## config.mk

```make
export PLATFORM = sky130hd
export DESIGN_NAME = switch_code_capture
export DESIGN_NICKNAME = d
export VERILOG_FILES = /design/src/rtl/switch_code_pkg.sv /design/src/rtl/sw_debounce.sv /design/src/rtl/switch_code_capture.sv
export SDC_FILE = /design/constraint.sdc
export NUM_CORES = 1
export LEC_CHECK = 0
export CORE_UTILIZATION = 51
export DETAILED_ROUTE_END_ITERATION = 10
export MAX_ROUTING_LAYER = met4
export PLACE_DENSITY = 0.76
export SKIP_LAST_GASP = 1
export SLEW_MARGIN = 20
export SYNTH_ARGS = -nofsm -noshare
export SYNTH_HDL_FRONTEND = slang
export SYNTH_HIERARCHICAL = 1
export SYNTH_SLANG_ARGS = --single-unit
```

## constraint.sdc

```tcl
create_clock -name CLK -period 1.6 [get_ports CLK]
set_input_delay 0.32 -clock CLK [delete_from_list [all_inputs] [get_ports CLK]]
set_output_delay 0.32 -clock CLK [all_outputs]
set_load 0.02 [all_outputs]
```

## src/rtl/switch_code_pkg.sv

```systemverilog
// Shared types and helpers for the switch code capture block.
// Holds the FSM states, default sizes and the digit packing helper.
package switch_code_pkg;

  typedef enum logic {
    IDLE,
    HELD
  } state_e;

  localparam int N_SW_DEF     = 10;
  localparam int DIGIT_W_DEF  = 4;
  localparam int N_DIGITS_DEF = 4;
  localparam int DEBOUNCE_DEF = 16;
  localparam int CODE_MAX_W   = 64;

  typedef logic [CODE_MAX_W-1:0] code_vec_t;

  // Overwrite digit slot pos (width w) of code with digit.
  function automatic code_vec_t pack_digit(
    input code_vec_t code,
    input int        pos,
    input int        w,
    input code_vec_t digit
  );
    code_vec_t mask;
    mask = ((code_vec_t'(1) << w) - code_vec_t'(1)) << (pos * w);
    return (code & ~mask) | ((digit << (pos * w)) & mask);
  endfunction

endpackage

```

## src/rtl/sw_debounce.sv

```systemverilog
// One switch: 2-FF synchroniser followed by a counting debouncer.
// The level toggles after DEBOUNCE_CYCLES consecutive differing samples.
module sw_debounce
  import switch_code_pkg::*;
#(
  parameter int DEBOUNCE_CYCLES = DEBOUNCE_DEF
) (
  input  logic clk_i,
  input  logic rst_ni,
  input  logic sw_i,
  output logic db_o
);

  localparam int CNT_W = $clog2(DEBOUNCE_CYCLES);

  logic [1:0]       sync_q;
  logic [CNT_W-1:0] cnt_q, cnt_d;
  logic             db_q, db_d;

  always_comb begin
    cnt_d = '0;
    db_d  = db_q;
    if (sync_q[1] != db_q) begin
      if (cnt_q == CNT_W'(DEBOUNCE_CYCLES - 1)) begin
        db_d = ~db_q;
      end else begin
        cnt_d = cnt_q + CNT_W'(1);
      end
    end
  end

  always_ff @(posedge clk_i or negedge rst_ni) begin
    if (!rst_ni) begin
      sync_q <= '0;
      cnt_q  <= '0;
      db_q   <= 1'b0;
    end else begin
      sync_q <= {sync_q[0], sw_i};
      cnt_q  <= cnt_d;
      db_q   <= db_d;
    end
  end

  assign db_o = db_q;

endmodule

```

## src/rtl/switch_code_capture.sv

```systemverilog
// Debounced switch bank to packed multi-digit code register.
// The first press from an all-released bank enters its lowest index.
module switch_code_capture
  import switch_code_pkg::*;
#(
  parameter int N_SW            = N_SW_DEF,
  parameter int DIGIT_W         = DIGIT_W_DEF,
  parameter int N_DIGITS        = N_DIGITS_DEF,
  parameter int DEBOUNCE_CYCLES = DEBOUNCE_DEF
) (
  input  logic                               CLK,
  input  logic                               RST_N,
  input  logic [N_SW-1:0]                    SW,
  input  logic                               CLR,
  output logic [N_SW-1:0]                    SW_DB,
  output logic [N_DIGITS*DIGIT_W-1:0]        CODE,
  output logic [$clog2(N_DIGITS+1)-1:0]      CODE_CNT,
  output logic                               CODE_FULL,
  output logic                               DIGIT_STB,
  output logic                               OVERFLOW
);

  localparam int CW    = N_DIGITS * DIGIT_W;
  localparam int CNT_W = $clog2(N_DIGITS + 1);

  if (DIGIT_W < $clog2(N_SW) || CW > CODE_MAX_W) begin : g_bad_cfg
    $error("switch_code_capture: illegal DIGIT_W/N_DIGITS");
  end

  logic [N_SW-1:0]    db, db_prev_q, rise;
  logic [DIGIT_W-1:0] digit;
  logic               press, full;
  state_e             state_q, state_d;
  logic [CW-1:0]      code_q, code_d;
  logic [CNT_W-1:0]   cnt_q, cnt_d;
  logic               full_q, full_d;
  logic               stb_q, stb_d;
  logic               ovf_q, ovf_d;

  for (genvar i = 0; i < N_SW; i++) begin : g_db
    sw_debounce #(
      .DEBOUNCE_CYCLES(DEBOUNCE_CYCLES)
    ) u_db (
      .clk_i (CLK),
      .rst_ni(RST_N),
      .sw_i  (SW[i]),
      .db_o  (db[i])
    );
  end

  assign rise  = db & ~db_prev_q;
  assign press = (state_q == IDLE) && (|rise);
  assign full  = (cnt_q == CNT_W'(N_DIGITS));

  always_comb begin
    digit = '0;
    for (int i = N_SW - 1; i >= 0; i--) begin
      if (rise[i]) digit = DIGIT_W'(i);
    end
  end

  always_comb begin
    state_d = state_q;
    unique case (state_q)
      IDLE: if (|rise) state_d = HELD;
      HELD: if (db == '0) state_d = IDLE;
      default: state_d = IDLE;
    endcase
  end

  // Clear outranks a coincident press; the FSM still tracks the press.
  always_comb begin
    code_d = code_q;
    cnt_d  = cnt_q;
    ovf_d  = ovf_q;
    stb_d  = 1'b0;
    if (CLR) begin
      code_d = '0;
      cnt_d  = '0;
      ovf_d  = 1'b0;
    end else if (press) begin
      if (full) begin
        ovf_d = 1'b1;
      end else begin
        code_d = CW'(pack_digit(code_vec_t'(code_q), int'(cnt_q),
                                DIGIT_W, code_vec_t'(digit)));
        cnt_d  = cnt_q + CNT_W'(1);
        stb_d  = 1'b1;
      end
    end
    full_d = (cnt_d == CNT_W'(N_DIGITS));
  end

  always_ff @(posedge CLK or negedge RST_N) begin
    if (!RST_N) begin
      db_prev_q <= '0;
      state_q   <= IDLE;
      code_q    <= '0;
      cnt_q     <= '0;
      full_q    <= 1'b0;
      stb_q     <= 1'b0;
      ovf_q     <= 1'b0;
    end else begin
      db_prev_q <= db;
      state_q   <= state_d;
      code_q    <= code_d;
      cnt_q     <= cnt_d;
      full_q    <= full_d;
      stb_q     <= stb_d;
      ovf_q     <= ovf_d;
    end
  end

  assign SW_DB     = db;
  assign CODE      = code_q;
  assign CODE_CNT  = cnt_q;
  assign CODE_FULL = full_q;
  assign DIGIT_STB = stb_q;
  assign OVERFLOW  = ovf_q;

endmodule
```

==> qor.yml <==
met2_usage_pct: 34.25
synth_ff_type: "dfrtp_1"
vias: 2805
avgSynthCellArea_um2: 13.36
period_minus_slack_ns: 1.724
n_antenna_cell: 0
placementRows: 33
wirelength_um: 7902
cap_violations: 0
worstPathArrival_ns: 1.97
cp_num_buf_inv: 3
switching_power_mw: 1.145
port_buffers: 44
cts_setup_buffers: 0
timing.critical_path.mode_cell: "inv_2"
worst_ir_drop_vdd_mv: 0.6346
yosys-top-cells-area: "dfrtp_1 (60%), ha_1 (4.3%), xnor2_1 (4.3%)"
clk_pin_slew_ns: 0.10
clk_latency_ns: 0.35
core_mm2: 0.008217
crit_path_end_kind: "register"
crit_type: "register to register"
pwr-share-seq_pct: 58.3
crit_fanout: 6
finalPower_mw: 4.774
run_status: "finished, violations left"
finalCritPeriodShare_pct: 107.8
syn_nets: 351
intPower_mw: 3.629
clock_sinks: 103
vias_per_cell: 5.353
ys_seq_area_share_pct: 59.73
die_y_um: 93.99
grt_pass1_wl_um: 13480
final_nets: 442
synth_warnings: 6
grt_max_degree: 33
maxSlewViolCount: 0
crit_required_ns: 1.85
p_clk_share_pct: 34.6
ctsLongestPathBuffers: 2
violations: "setup timing"
route.detailed.drc: 0
critical-path-slowest-cell: "dfrtp_2"
cts_buffers: 9
drive_gt1_share_pct: 27.45
power.leakage_nw: 2.570
place_hpwl_um: 5627
crit_family: "compound AO/OA/AOI/OAI gates"
hold_viol: 0
synth_edf_count: 0
p_per_area_mw_per_mm2: 872.7
htree_levels: 3
syn-cell-area_mm2: 0.004315
met1_usage_pct: 24.90
ant_nets: 0
boundaryPins: 45
drt-initial-drc-count: 72
synth_top_area_share_pct: 59.73
area_growth_pct: 26.76
cts_tree: "built"
max_slew_margin_pct: 69.35
gr-usage-met3_pct: 3.560
drt-pass1-iter-count: 5
final_common_cell: "dfrtp_1"
n_fill_cell: 607
gp_congestion: 0.8663
max_freq_ghz: 0.5799
synth_seq_cells: 103
dpl_worst_slack_ns: -0.1038
clockRootBuffer: "clkbuf_8"
async_flop_share_pct: 100.0
final_cell_mix: "dfrtp_1 (98), buf_4 (34), dlygate4sd2_1 (28)"
postLayoutSetupSlackWorst_ns: -0.1244
grt_pass1_vias: 2855
die_area_mm2: 0.008833
dieWidth_um: 93.99
share_comb_of_total_power_pct: 7.1
rrSetupSlack_ns: -0.12
p_sw_share_pct: 23.98
wire_per_inst_um: 15.08
initial_core_util_pct: 52.52
grt_use_total_pct: 20.57
setup_viol: 19
synth_cell_types: 39
grt_overflow: 0
worstPathCellList: "inv_2 -> ha_4 -> a21oi_4 -> inv_2 -> a31oi_4 -> buf_6 -> mux2i_2 -> nor2_1"
rsz0062_at_grt: "yes"
synth_top_area_cell: "dfrtp_1"
synthCells: 323
hold_class: "register to register"
busiest_layer: "met2"
antenna_found_initial: 0
skew_ns: 0.005443
critPathLaunchType: "register"
slowest_delay_ns: 0.42
worst_pin_slew_ns: 0.4578
## sequential cells by signal, summed over array words and instances (netlist names), 3 cells and up
register,cells
g_db.u_db/cnt_q,40
CODE_CNT,3
g_db.u_db/db_o,10
db_prev_q,10
g_db.u_db/sync_q,20
CODE,16
## power groups by stage
stage          logic, mW  clock network (mW)  registers [mW]
6_report           0.338                1.65            2.78
4_1_cts            0.341                1.70            2.78
2_1_floorplan      0.171                   0            2.82
3_3_place_gp       0.319                   0            2.82
3_5_place_dp       0.332                   0            2.83
5_1_grt            0.385                1.80            2.79
## Yosys cell counts, types with 2 or more instances
cell type	count
nor4_1	2
o21ai_0	11
nand4b_1	10
nor3_2	2
nor2b_1	18
inv_1	18
nor2_1	18
nand3_1	3
a22o_1	4
xnor2_1	21
dfrtp_1	103
ha_1	15
nor3b_2	10
a31oi_1	3
a211oi_1	2
mux2_4	10
a21oi_2	4
nor2b_4	2
nand2b_1	5
a21oi_1	21
nand4_1	3
nand3_2	10
o2bb2ai_1	12
## cell families after synthesis
group	after synthesis	share of synthesized area (%)
fa+ha+maj	15	4.349
flops	103	59.73
mux	11	3.711
compound gates	65	10.52
xor+xnor	21	4.262
buf+inv	19	1.652
simple gates	89	15.77
## repair_timing
action,4_1_cts,5_1_grt
resized for setup,44,9
hold buffers,1,0
endpoints found under the hold margin,23,0
setup endpoints to repair,51,27
pin swaps,13,8
## layout make-up
type / instances / area [µm²] / area share (%)
Sequential cell: 103 / 2584 / 47.23
Multi-Input combinational cell: 201 / 1770 / 32.37
Timing Repair Buffer: 81 / 711.9 / 13.01
Clock buffer: 10 / 137.6 / 2.516
Tap cell: 105 / 131.4 / 2.402
Clock inverter: 6 / 67.56 / 1.235
Inverter: 18 / 67.56 / 1.235
## through the flow
stage,utilization [%],area (µm²),cells,hold slack [ns],TNS (ns)
finish,66.58,5470,524,0.3512,-1.272
global route,66.58,5470,524,0.3668,-3.465
CTS,66.15,5435,524,0.3585,-0.8923
detailed placement,63.15,5189,507,0.2654,-0.9902
global placement,63.15,5189,507,0.2594,-0.7445
floorplan,-,4328,323,0.02441,-2.209
## final timing paths
check                                        from                      to  cells past startpoint
setup / recovery                      CODE_CNT[0]             CODE_CNT[1]                      8
hold / removal             g_db[1].u_db/sync_q[0]  g_db[1].u_db/sync_q[1]                      0
setup reg to reg                      CODE_CNT[0]             CODE_CNT[1]                      8
hold reg to reg            g_db[1].u_db/sync_q[0]  g_db[1].u_db/sync_q[1]                      0
max in group asynchronous                   RST_N       g_db[7].u_db/db_o                      3
min in group asynchronous                   RST_N       g_db[5].u_db/db_o                      2
## routing by layer
layer	up-vias	part of all wire, %
met5	-	0
met3	15	3.1
met1	1394	44
met4	0	1.8
li1	1334	-
met2	62	51
Power figures use the tool's default switching activity.
==> RTL edit: new RTL, same settings <==
Reset style: synchronous (`RST_N` and `rst_ni`), changed in 2 clocked blocks.
--- a/src/rtl/sw_debounce.sv
+++ b/src/rtl/sw_debounce.sv
@@ -29,7 +29,7 @@
     end
   end
 
-  always_ff @(posedge clk_i or negedge rst_ni) begin
+  always_ff @(posedge clk_i) begin
     if (!rst_ni) begin
       sync_q <= '0;
       cnt_q  <= '0;
--- a/src/rtl/switch_code_capture.sv
+++ b/src/rtl/switch_code_capture.sv
@@ -91,7 +91,7 @@
     full_d = (cnt_d == CNT_W'(N_DIGITS));
   end
 
-  always_ff @(posedge CLK or negedge RST_N) begin
+  always_ff @(posedge CLK) begin
     if (!RST_N) begin
       db_prev_q <= '0;
       state_q   <= IDLE;
Function: same outputs for any inputs over 10 cycles, from zero or initial values and one cycle with RST_N low; that may be too few to reach the edited logic, so the function may still have changed.
==> RTL edit against the original RTL <==
The run still ends with negative setup slack left. Critical path type unchanged. Worst hold slack gained 0.087 ns. Wire length grew 5.0%. Setup slack worse by 0.10 ns. Sequential cell count unchanged. Final cell count up 16%. Critical endpoint is now CODE_FULL$_SDFF_PN0_. Final area shrank 0.57%. Synthesized area shrank 6.2%. Fmax shrank 5.5%.
Power is not compared: it rests on default switching activity, and its combinational part moved more than twofold at a synthesized area within 25%.
==> RTL edit: results <==
logic_synthesis:
  synth_nets: 425
  synth-async-reset-ratio_pct: 0
  synth_ff_type: "dfxtp_1"
  synth-seq-area-share_pct: 50.9
  synthTopCellsByArea: "dfxtp_1 (51%), xor2_1 (6.5%), nand3_1 (4.7%)"
  synth_commonest_cells: "dfxtp_1 (103), nor2_1 (43), nand3_1 (38)"
  synth.distinct_cells: 45
  yosys_warnings: 6
status:
  violations: "negative setup slack"
  status: "complete, but fails checks"
setup_path:
  r2r_end: "CODE_FULL$_SDFF_PN0_"
  cp_max_fo: 4
  crit_path_end_kind: "register"
  crit_path_start: "g_db[1].u_db/db_o$_SDFFE_PN0P_"
  reg2reg_depth: 5
  cp-start-kind: "register"
  reg2reg_from: "g_db[1].u_db/db_o$_SDFFE_PN0P_"
  worstPathArrival_ns: 2.08
clock_tree:
  clk_pin_slew_ns: 0.09
  cts_buffers: 9
  cts-htree-levels: 3
  clk_latency_ns: 0.36
  cts-root-buf: "clkbuf_8"
run:
  maxCapViolations: 0
finish:
  fill_cells: 595
  fin_nets: 528
  n_antenna_cell: 0
  drive_gt1_share_pct: 25.9
grt:
  grt_pass1_wl_um: 13400
  grt_max_degree: 57
  grt_antenna_before_repair: 0
  grtUsageTotal_pct: 21.0
  first_global_vias: 2943
timing:
  slew_headroom_pct: 69.8
  setup_ws_ns: -0.225
  finClkSkew_ns: 0.0115
  setup_viol: 19
power_and_ir_drop:
  pwr.group.clock_w: 0.00177
  p_seq_share_pct: 57.7
  power.leakage_nw: 2.51
  ir_worst_vdd_v: 0.000571
  seq_power_w: 0.00260
placed_design:
  gp_congestion: 0.896
  port_buffers: 44
  hpwl_um: 5720
worst_hold_path:
  min_path_type: "reg2reg"
  hold_start: "g_db[7].u_db/sync_q[0]$_SDFF_PN0_"
route:
  first_pass_iters: 4
  viasPerCell: 5.16
  initialDrtViolationCount: 135
  finalWirelength_um: 8300
[RTL edit: cell types whose count changed after synthesis, sizes merged, moves of 25 or more]
| cell | change |
|---|---|
| xor2 | +30 |
| nor2 | +25 |
| dfxtp | +103 |
| dfrtp | -103 |
| and2 | +29 |
| nand3 | +25 |
[RTL edit: worst min-delay path by stage]
stage / endpoint / slack (ns) / cells after the start
after floorplan: CODE_FULL$_SDFF_PN0_ / 0.40 / 1
after global placement: g_db[2].u_db/sync_q[1]$_SDFF_PN0_ / 0.41 / 1
after detailed placement: g_db[7].u_db/sync_q[1]$_SDFF_PN0_ / 0.42 / 1
after CTS: g_db[7].u_db/sync_q[1]$_SDFF_PN0_ / 0.44 / 1
after global routing: g_db[7].u_db/sync_q[1]$_SDFF_PN0_ / 0.45 / 1
final: g_db[7].u_db/sync_q[1]$_SDFF_PN0_ / 0.44 / 1
[RTL edit: routing by layer]
metal	GRT usage, %	up-vias	wire length [um]	share of wire, %
li1	-	1561	-	-
met4	8.60	0	244	2.9
met3	3.69	24	292	3.5
met5	-	-	0	0
met2	35.4	69	3980	48
met1	24.8	1476	3780	46
[RTL edit: through the flow]
step / cell area (um2) / setup TNS [ns] / setup WS [ns] / std cells
6_report: 5440 / -2.46 / -0.225 / 607
5_1_grt: 5440 / -3.75 / -0.283 / 607
4_1_cts: 5270 / -2.18 / -0.212 / 602
3_5_place_dp: 5010 / -2.46 / -0.224 / 586
3_3_place_gp: 5010 / -1.90 / -0.153 / 586
2_1_floorplan: 4100 / -1.68 / -0.163 / 397
[RTL edit: layout make-up]
class / instances / area, um2 / share of cell area, %
multi-input cells: 273 / 2110 / 38.8
flip-flops and latches: 103 / 2090 / 38.4
repair buffers: 96 / 830 / 15.3
clock buffers: 11 / 141 / 2.60
well taps: 102 / 128 / 2.35
clock inverters: 5 / 78.8 / 1.45
inverters: 17 / 63.8 / 1.17
[RTL edit: timing repair]
item | 4_1_cts | 5_1_grt
pin swaps | 9 | 21
setup buffers | 1 | 6
setup endpoints to repair | 52 | 23
endpoints found under the hold margin | 0 | 0
gates resized for setup | 45 | 27
[RTL edit: logic make-up (layout without fill, tap and decap cells)]
kind of cell               Yosys count  count (layout)  share of synthesized area (%)
and+or+nand+nor                    177             177                           24.8
xor gates and xnor gates            31              31                           6.71
DFF                                103             103                           50.9
adders and majority gates           15              15                           4.64
muxes                               11              11                           2.72
buffers and inverters               21             129                           2.13
AOI/OAI and AO/OA                   39              39                           8.13
[RTL edit: worst max-delay path, stage by stage (launching register included)]
cell,delay [ns]
dfxtp_4,0.35
nor2b_4,0.12
or4b_4,0.60
o31ai_4,0.25
nand2_2,0.10
a2111oi_4,0.31
